==> src/rtl/cam_pix_capture.sv <==
// Frames a vsync/href RGB565 byte stream into addressed RGB888 words. Push on the low-byte edge, wr_en the next cycle.
// Backpressure: a pixel that meets a full FIFO is dropped and flagged, and its address slot is still consumed.
module cam_pix_capture #(
    parameter int          H_ACTIVE   = 640,
    parameter int          V_ACTIVE   = 480,
    parameter int          FIFO_DEPTH = 4,
    parameter logic [23:0] BASE_ADDR  = 24'h000000
) (
    input  logic        clk,
    input  logic        rst,
    input  logic        cap_req,
    input  logic        vsync,
    input  logic        href,
    input  logic [7:0]  cam_data,
    input  logic        wr_rdy,
    output logic        wr_en,
    output logic [23:0] wr_addr,
    output logic [31:0] wr_data,
    output logic        busy,
    output logic        frame_done,
    output logic        overflow,
    output logic        line_err
);
    localparam int AW = $clog2(FIFO_DEPTH);
    localparam int CW = $clog2(H_ACTIVE + 1);
    localparam int LW = $clog2(V_ACTIVE + 1);
    localparam logic [CW-1:0] COL_END   = CW'(H_ACTIVE);
    localparam logic [LW-1:0] LAST_LINE = LW'(V_ACTIVE - 1);
    localparam logic [23:0]   LINE_STEP = 24'(H_ACTIVE);
    localparam logic [AW:0]   FULL_CNT  = (AW+1)'(FIFO_DEPTH);

    typedef enum logic [1:0] {IDLE, SYNC, ACTIVE, FLUSH} state_t;
    state_t state_q, state_d;

    logic          vsync_q, href_q;
    logic [LW-1:0] line;
    logic [CW-1:0] col;
    logic          phase;
    logic [7:0]    hi_byte;
    logic [23:0]   addr_cnt, line_base;

    logic [23:0]   fifo_addr [FIFO_DEPTH];
    logic [23:0]   fifo_rgb  [FIFO_DEPTH];
    logic [AW-1:0] rd_ptr, wr_ptr;
    logic [AW:0]   count;

    logic        empty, full;
    logic        vsync_rise, vsync_fall, href_rise, href_fall;
    logic        byte_phase, capture, in_line, push, pop, start;
    logic [15:0] pix;
    logic [23:0] rgb;

    assign empty      = (count == '0);
    assign full       = (count == FULL_CNT);
    assign vsync_rise = vsync & ~vsync_q;
    assign vsync_fall = ~vsync & vsync_q;
    assign href_rise  = href & ~href_q;
    assign href_fall  = ~href & href_q;

    // The first byte of every line is a high byte, whatever the previous line left behind.
    assign byte_phase = href_rise ? 1'b0 : phase;
    assign capture    = (state_q == ACTIVE) && !vsync_rise && href;
    assign in_line    = (col < COL_END);
    assign push       = capture && byte_phase && in_line && !full;
    assign pop        = !empty && wr_rdy;
    assign start      = (state_q == IDLE) && cap_req;

    assign pix = {hi_byte, cam_data};
    assign rgb = {pix[15:11], pix[15:13], pix[10:5], pix[10:9], pix[4:0], pix[4:2]};

    assign wr_en   = !empty;
    assign wr_addr = empty ? 24'h0 : fifo_addr[rd_ptr];
    assign wr_data = empty ? 32'h0 : {8'h00, fifo_rgb[rd_ptr]};
    assign busy    = (state_q != IDLE);

    always_ff @(posedge clk or posedge rst) begin
        if (rst) state_q <= IDLE;
        else     state_q <= state_d;
    end

    always_comb begin
        state_d = state_q;
        case (state_q)
            IDLE:    if (cap_req) state_d = SYNC;
            SYNC:    if (vsync_fall) state_d = ACTIVE;
            ACTIVE:  if (vsync_rise || (href_fall && line == LAST_LINE)) state_d = FLUSH;
            FLUSH:   if (empty) state_d = IDLE;
            default: state_d = IDLE;
        endcase
    end

    always_ff @(posedge clk or posedge rst) begin
        if (rst) begin
            vsync_q    <= 1'b0;
            href_q     <= 1'b0;
            frame_done <= 1'b0;
            overflow   <= 1'b0;
            line_err   <= 1'b0;
            line       <= '0;
            col        <= '0;
            phase      <= 1'b0;
            hi_byte    <= 8'h00;
            addr_cnt   <= 24'h0;
            line_base  <= 24'h0;
        end else begin
            vsync_q    <= vsync;
            href_q     <= href;
            frame_done <= (state_q == FLUSH) && empty;
            if (start || (state_q == SYNC && vsync_fall)) begin
                line      <= '0;
                col       <= '0;
                phase     <= 1'b0;
                addr_cnt  <= BASE_ADDR;
                line_base <= BASE_ADDR;
            end
            if (start) begin
                overflow <= 1'b0;
                line_err <= 1'b0;
            end
            if (state_q == ACTIVE && vsync_rise) line_err <= 1'b1;
            if (capture) begin
                phase <= ~byte_phase;
                if (!byte_phase) begin
                    hi_byte <= cam_data;
                end else if (in_line) begin
                    col      <= col + CW'(1);
                    addr_cnt <= addr_cnt + 24'd1;
                    if (full) overflow <= 1'b1;
                end
            end
            // Line end re-derives the address from the line base so drops never skew later lines.
            if (state_q == ACTIVE && !vsync_rise && href_fall) begin
                if (col != COL_END || phase) line_err <= 1'b1;
                line      <= line + LW'(1);
                col       <= '0;
                line_base <= line_base + LINE_STEP;
                addr_cnt  <= line_base + LINE_STEP;
            end
        end
    end

    always_ff @(posedge clk or posedge rst) begin
        if (rst) begin
            rd_ptr <= '0;
            wr_ptr <= '0;
            count  <= '0;
        end else begin
            if (push) wr_ptr <= wr_ptr + AW'(1);
            if (pop)  rd_ptr <= rd_ptr + AW'(1);
            if (push && !pop)      count <= count + (AW+1)'(1);
            else if (!push && pop) count <= count - (AW+1)'(1);
        end
    end

    always_ff @(posedge clk) begin
        if (push) begin
            fifo_addr[wr_ptr] <= addr_cnt;
            fifo_rgb[wr_ptr]  <= rgb;
        end
    end
endmodule

==> config.mk <==
export PLATFORM = sky130hd
export DESIGN_NAME = cam_pix_capture
export DESIGN_NICKNAME = d
export VERILOG_FILES = /design/src/rtl/cam_pix_capture.sv
export SDC_FILE = /design/constraint.sdc
export NUM_CORES = 1
export LEC_CHECK = 0
export ABC_AREA = 1
export CAP_MARGIN = 20
export CORE_AREA = 2 2 153 214
export DETAILED_ROUTE_END_ITERATION = 16
export DIE_AREA = 0 0 155 216
export PLACE_DENSITY = 0.57
export RECOVER_POWER = 100
export SYNTH_ARGS = -nofsm -noshare
export SYNTH_HDL_FRONTEND = slang
export SYNTH_SLANG_ARGS = --single-unit
==> constraint.sdc <==
create_clock -name clk -period 8.7 [get_ports clk]
set_clock_uncertainty 0.1 [all_clocks]
set_input_delay 1.305 -clock clk [delete_from_list [all_inputs] [get_ports clk]]
set_output_delay 1.305 -clock clk [all_outputs]
set_load 0.01 [all_outputs]
# == After elaboration in Yosys (flattened, before gate mapping) ==
# Memory sizes are Yosys's and may differ from the RTL's.
# Index checks and enable logic that the tools add are counted.
# word_totals
reg_bits,90
mem_bits_rw,192
input_bits,14
out_inout_bits,61
word_cells,112
memories,2
# op_classes
n_addsub,8
order_cmp,1
n_eq_ne,10
n_mux,37
n_bitwise,9
n_reduce_logical,30
# memory_table
memory,depth,word_bits,rd,rd_clocked_by_memory_dff,wr,line_no,text
fifo_addr,4,24,1,0,1,42,logic [23:0] fifo_addr [FIFO_DEPTH];
fifo_rgb,4,24,1,0,1,43,logic [23:0] fifo_rgb [FIFO_DEPTH];
# ops
op,n
$mux W24,9
$mux W10,5
$add A24 B1 Y24 const B,1
$add A24 B10 Y24 const B,1
$mux W9,2
$logic_and A1 B1 Y1,14
$mux W1,14
$add A10 B1 Y10 const B,1
$lt A10 B10 Y1 const B,1
$ne A10 B10 Y1 const B,1
$add A9 B1 Y9 const B,1
$eq A9 B9 Y1 const B,1
$mux W2,4
$pmux W2 S4,1
$reduce_bool A2 Y1,4
$mux W3,2
$ne A2 B2 Y1 const B,3
$logic_not A1 Y1,5
$not A1 Y1,5
$add A2 B1 Y2 const B,2
$and A1 B1 Y1,4
$eq A2 B2 Y1 const B,2
$reduce_and A4 Y1,1
$add A3 B1 Y3 const B,1
other kinds (8),10

# == Depth between registers and ports, before layout ==
# Gate-level depths: netlist (run 1).
# logic_depth
word_depth,12
depth_mapped,14

# == Worst setup path after synthesis (run 1) ==
# Ideal clock, no wire load.
# synth_path
path_kind,input-to-reg
start,in vsync
end,"mem fifo_addr[0][0], enable pin"
t_arrival_ns,3.618
setup_slack_ns,4.545
path_stages,7
path_buffers,0
path_cell_list,nand2_1 > nand3_2 > nor2_4 > nand2_4 > inv_2 > nand2_1 > nor2_1
# synth_via
elab_chain_len,9
# synth_lines
item,line_no,text
from (decl),12,"input logic vsync,"
$and A1 B1 Y1,55,assign vsync_rise = vsync & ~vsync_q;
$logic_not A1 Y1,62,assign capture = (state_q == ACTIVE) && !vsync_rise && href;
$logic_and A1 B1 Y1 (2 in series),62,
$logic_and A1 B1 Y1 (3 in series),64,assign push = capture && byte_phase && in_line && !full;
$mux W1,156,if (push) begin
$mux W1 (not written as such),157,fifo_addr[wr_ptr] <= addr_cnt;
to (decl),42,
# No other way between the ends.

# == Final worst setup path (run 1) ==
# layout_path
start,in href
end,"mem fifo_addr[3][13], enable pin"
# layout_via
elab_chain_len,7
elab_cells_between_ends,8
cone_classes,3 x mux; 1 x bitwise; 4 x reduce/logical
# layout_lines
item,line_no,text
from (decl),13,"input logic href,"
$and A1 B1 Y1,57,assign href_rise = href & ~href_q;
$mux W1,61,assign byte_phase = href_rise ? 1'b0 : phase;
$logic_and A1 B1 Y1 * (3 in series),64,
$mux W1 *,156,
$mux W1 (not written as such) *,157,
# Mark *: on every way between the ends. The rest lies on a longest branch, timed or not.

==> results of run 1 <==
==> metrics by stage <==
stage	hold slack, ps	util, %	power [mW]	area [µm²]	setup slack, ps
detailed placement	362	37.7	2.79	11900	4120
finish	370	40.5	3.84	12700	2490
floorplan	340	-	2.21	10900	4540
global route	402	40.5	4.08	12700	1980
global placement	355	37.7	2.77	11900	4180
CTS	371	40.6	3.98	12800	4050
==> flip-flops by register name, indices dropped and copies added, names as in the netlist <==
signal	cells
addr_cnt	24
col	10
count	3
fifo_addr	96
fifo_rgb	64
frame_done	1
hi_byte	8
href_q	1
line	9
line_base	17
line_err	1
overflow	1
phase	1
rd_ptr	2
state_q	2
vsync_q	1
wr_ptr	2
==> cell families (layout without fill, tap and decap cells) <==
kind of cell             Yosys count  count (layout)
buffers and inverters            140             202
AND/OR/NAND/NOR                  460             460
adder cells (fa/ha/maj)           15              15
AO/OA/AOI/OAI                    219             219
other                              1               8
flip-flops                       243             243
XOR/XNOR                           7               7
multiplexers                       8               8
==> final cells by class <==
cell class | count | area, µm²
fillers | 3008 | 18800
flip-flops and latches | 243 | 6880
multi-input cells | 717 | 3430
repair buffers | 76 | 709
clock buffers | 28 | 657
well taps | 395 | 494
inverters | 82 | 309
clock inverters | 16 | 259
==> synth_stat cells, drive strengths merged <==
master and instances:
xor2 6, nor2 214, o211ai 4, nor4 2
dfrtp 83, o31ai 1, fa 1, a31o 1
inv 82, nand3 50, ha 14, clkbuf 23
o21ai 134, nand3b 2, o21bai 2, a211oi 1
nor3 13, a21oi 68, o22ai 4, conb 1
edfxtp 160, a31oi 1, a21o 1, mux2 8
nand2 159, xnor2 1, or2 2, a21boi 1
buf 35, nand4 18, a32o 1
==> path summary, 6_finish.rpt <==
path	from	endpoint	slack (ps)	cells after the start
worst max-delay path	href	fifo_addr[3][13]$_DFFE_PP_	2490	9
worst min-delay path	line[7]$_DFFE_PP0P_	line[7]$_DFFE_PP0P_	370	1
worst max register to register	state_q[0]$_DFFE_PP0P_	fifo_addr[3][13]$_DFFE_PP_	3240	9
worst min register to register	line[7]$_DFFE_PP0P_	line[7]$_DFFE_PP0P_	370	1
max in group asynchronous	rst	addr_cnt[15]$_DFF_PP0_	3350	3
min in group asynchronous	rst	href_q$_DFF_PP0_	1360	2
==> routing by layer <==
layer  share of wire [%]  global-route usage (%)  wire length, µm  vias to the layer above
met5                   0                       0                0                        -
met2                  52                    28.1            13000                      161
met1                  42                    18.1            10400                     3749
met4                 2.3                    4.69              586                        0
li1                    -                       -                -                     3806
met3                 4.0                    2.09             1010                       45
==> power by group through the flow <==
stage,combinational [mW],sequential [mW],clock [mW]
2_1_floorplan,0.786,1.43,0
3_3_place_gp,1.32,1.45,0
3_5_place_dp,1.33,1.45,0
6_report,1.22,1.43,1.19
5_1_grt,1.38,1.45,1.26
4_1_cts,1.34,1.43,1.21
==> worst reg2reg max path, delay by kind of cell, from the launching register on <==
family,cells,cell delay (ps)
flip-flops,1,420
AND/OR/NAND/NOR,5,1460
buffers and inverters,3,2800
adder cells (fa/ha/maj),1,230
==> impl_metrics.toml, run 1 <==
[run_status]
status = "complete, but fails checks"
violations = "max-capacitance violations, max-slew violations"

[logic_synthesis]
synth_top_family_by_area = "simple AND/OR/NAND/NOR gates"
ys_seq_area_share_pct = 63.1
synth_top_area_cell = "edfxtp_1"
synth_area_mm2 = 0.0109
yosys.area_share.simple_pct = 17.4
synth-compound-area-share_pct = 10.6
ys_ff_latch = 243
ys_warn_count = 0
syn-instance-count = 1093
synth_area_leaders = "edfxtp_1, dfrtp_1, nor2_1"
synth_cell_type_count = 42
synth-xor-area-share_pct = 0.562
syn_area_per_cell_um2 = 9.98
synth-adder-area-share_pct = 1.79
synth.area.mux_share_pct = 0.826
synth_top_area_share_pct = 44.0

[cts]
cts_resized = 0
path_clk_slew_ps = 60
htreeDepth = 1
cts_sinks = 243
cts_tree = "yes"
ctsHoldBuffers = 0
cts_setup_buffers = 0
cts_made_buffers = 25
cts_buffer_depth = 3
cts_root_buf = "clkbuf_16"
insertion_delay_ps = 520

[placed_design]
gp_congestion = 0.847
port_buffers = 66
place_inst = 1513
dp_hpwl_um = 15800

[timing]
setup_viol = 0
worst_pin_slew_ps = 3470
slew-limit-headroom_pct = -131
hold_violations = 0
fin_crit_ps = 6210
finalSetupTns_ps = 0
drv_slew = 266
fmax_mhz = 161
finalCritPeriodShare_pct = 71.4
rsz0062_at_grt = "no"

[power]
seqPwrFrac_pct = 37.2
swShare_pct = 32.8
max-vdd-ir-drop_uv = 117
pwr-share-clk_pct = 30.9
power_density_mw_per_mm2 = 301
p_sw_mw = 1.26
p_leak_nw = 4.86
combPwrFrac_pct = 31.9
power.internal_mw = 2.58

[routing]
drc = 0
drt-initial-drc-count = 529
drt-wirelength-per-cell_um = 16.1
firstDrtPassIters = 5
viasPerCell = 4.98
vias = 7761
totalWireLength_um = 25100
postRouteAntennaNets = 0

[floorplanning]
initial_core_util_pct = 34.6
die-area_mm2 = 0.0335
row_count = 77
core_area_mm2 = 0.0315
die_h_um = 216
pin_count = 75
fp.dieW_um = 155

[critical_path]
path_buf_inv = 4
path_delay_family = "buffers and inverters"
critPathKind = "input port to flip-flop"
start_kind = "input port"
cpPeakStageDelay_ps = 1950
worstPathMaxFanout = 40
cpMaxStageDelayCell = "clkbuf_1"
end_kind = "flip-flop"
required_ps = 8670
arrival_ps = 6180
crit_chain = "dlygate4sd3_1 -> inv_1 -> o21ai_0 -> nor2_4 -> nand2_1 -> inv_1 -> nand2_1 -> nor2_4 -> clkbuf_1"

[layout]
layout_common_cells = "nor2_1, edfxtp_1, nand2_1"
nets = 1174
area_delta_synth_final_pct = 16.8
drive_gt1_share_pct = 5.68
finalNonFillerCells = 1557
insertedDiodeCount = 0
final_common_cell = "nor2_1"

[run]
maxCapViolCount = 6

[global_routing]
grt-ovfl-total = 0
grt_first_pass_wirelength_um = 40600
track_usage_pct = 15.2
grt_pass1_vias = 7660
grt_antenna_before_repair = 0
grt_max_degree = 82

[hold_path]
min_path_type = "flip-flop to flip-flop"
No activity file was read; power rests on OpenSTA's default activity.
==> run 2: changes to the inputs <==
clock period = 6.35 ns   (was 8.7 ns; I/O delays follow)
==> impl_metrics.toml, run 2 (same netlist as run 1, synthesis figures left out) <==
[run_status]
status = "complete, but fails checks"
violations = "max-capacitance violations, max-slew violations"

[timing]
fin_crit_ps = 5060
finalSetupTns_ps = 0
fmax_mhz = 198
rsz0062_at_grt = "no"
worst_pin_slew_ps = 1700
finalCritPeriodShare_pct = 79.7
hold_violations = 0
fin_hold_ws_ps = 366
drv_slew = 62
setup_viol = 0
slew-limit-headroom_pct = -13.5
setup_slack_ps = 1290

[global_routing]
grt_antenna_before_repair = 0
grt-ovfl-total = 0
use_met3_pct = 1.75
grt_use_met1_pct = 18.3
grt_pass1_vias = 7589
grt_first_pass_wirelength_um = 40300
track_usage_pct = 15.1
grtUsageMet2_pct = 27.5
top_usage_layer = "met2"
grt_max_degree = 82

[layout]
reg_top3 = "fifo_addr (96), fifo_rgb (64), addr_cnt (24)"
utilization_pct = 40.3
layout_common_cells = "nor2_1, edfxtp_1, nand2_1"
largest_register_ffs = 96
final_common_cell = "nor2_1"
nets = 1173
insertedDiodeCount = 0
largest-register = "fifo_addr"
drive_gt1_share_pct = 6.02
area_delta_synth_final_pct = 16.3

[routing]
drt-wirelength-per-cell_um = 16.4
postRouteAntennaNets = 0
viasPerCell = 4.98
totalWireLength_um = 25500
drt-initial-drc-count = 439
firstDrtPassIters = 5
drc = 0
vias = 7761

[floorplanning]
fp.dieW_um = 155
die_h_um = 216
row_count = 77
die-area_mm2 = 0.0335
core_area_mm2 = 0.0315
pin_count = 75
initial_core_util_pct = 34.6

[cts]
cts_buffer_depth = 3
cts_made_buffers = 24
cts_resized = 0
cts_tree = "yes"
cts_sinks = 243
cts_root_buf = "clkbuf_16"
ctsHoldBuffers = 0
insertion_delay_ps = 520
cts_setup_buffers = 0
path_clk_slew_ps = 60
htreeDepth = 1

[critical_path]
arrival_ps = 4010
required_ps = 5300
critPathKind = "flip-flop to output port"
worstPathMaxFanout = 61
end_kind = "output port"
start_kind = "flip-flop"

[placed_design]
pre_cts_ws_ps = 1950
port_buffers = 66
dp_hpwl_um = 16600
gp_congestion = 0.841

[power]
power_mw = 5.14
max-vdd-ir-drop_uv = 185
power_density_mw_per_mm2 = 406
p_leak_nw = 4.84

[hold_path]
min_path_type = "flip-flop to flip-flop"

[run]
maxCapViolCount = 1
[run 2: cell count changes in the layout (fill, tap and decap cells not counted), sizes merged]
cell / previous run / this run
bufinv: 7 / 4
clkinv: 7 / 8
buf: 3 / 8
clkbuf: 35 / 32
[run 2: area by class of cell]
class,instances,area [µm²]
clock inverters,14,179
multi-input cells,717,3430
repair buffers,76,729
well taps,395,494
clock buffers,30,654
inverters,82,309
flip-flops and latches,243,6880
fillers,3016,18800
[run 2: critical path: stages (launching register included)]
cell           delay [ps]
dfrtp_2               400
inv_1                1200
clkbuf_1              710
o21ai_0               210
a21oi_1               280
dlygate4sd3_1         660
[run 2: path summary, 6_finish.rpt]
check / slack [ps] / to / start / cells past startpoint
min in group asynchronous: 1020 / state_q[0]$_DFFE_PP0P_ / rst / 2
min: 370 / line[8]$_DFFE_PP0P_ / line[8]$_DFFE_PP0P_ / 1
max in group asynchronous: 3780 / addr_cnt[15]$_DFF_PP0_ / rst / 3
max reg2reg: 1920 / fifo_addr[0][12]$_DFFE_PP_ / state_q[0]$_DFFE_PP0P_ / 9
max: 1290 / wr_addr[7] / rd_ptr[0]$_DFFE_PP0P_ / 5
min reg2reg: 370 / line[8]$_DFFE_PP0P_ / line[8]$_DFFE_PP0P_ / 1
[run 2: power breakdown]
| group | internal [mW] | switching [mW] |
|---|---|---|
| clock | 0.896 | 0.597 |
| combinational | 0.669 | 1.02 |
| sequential | 1.84 | 0.119 |
| total | 3.41 | 1.73 |
[run 2: through the flow]
stage | instances | cell area, µm²
2_1_floorplan | 1100 | 10900
3_3_place_gp | 1513 | 11900
3_5_place_dp | 1513 | 11900
4_1_cts | 1557 | 12700
5_1_grt | 1557 | 12700
6_report | 1557 | 12700
[run 2: metal layers]
metal / up-vias / routed length (µm)
met5: - / 0
met4: 0 / 578
met3: 39 / 1180
met2: 190 / 13100
met1: 3731 / 10600
li1: 3801 / -
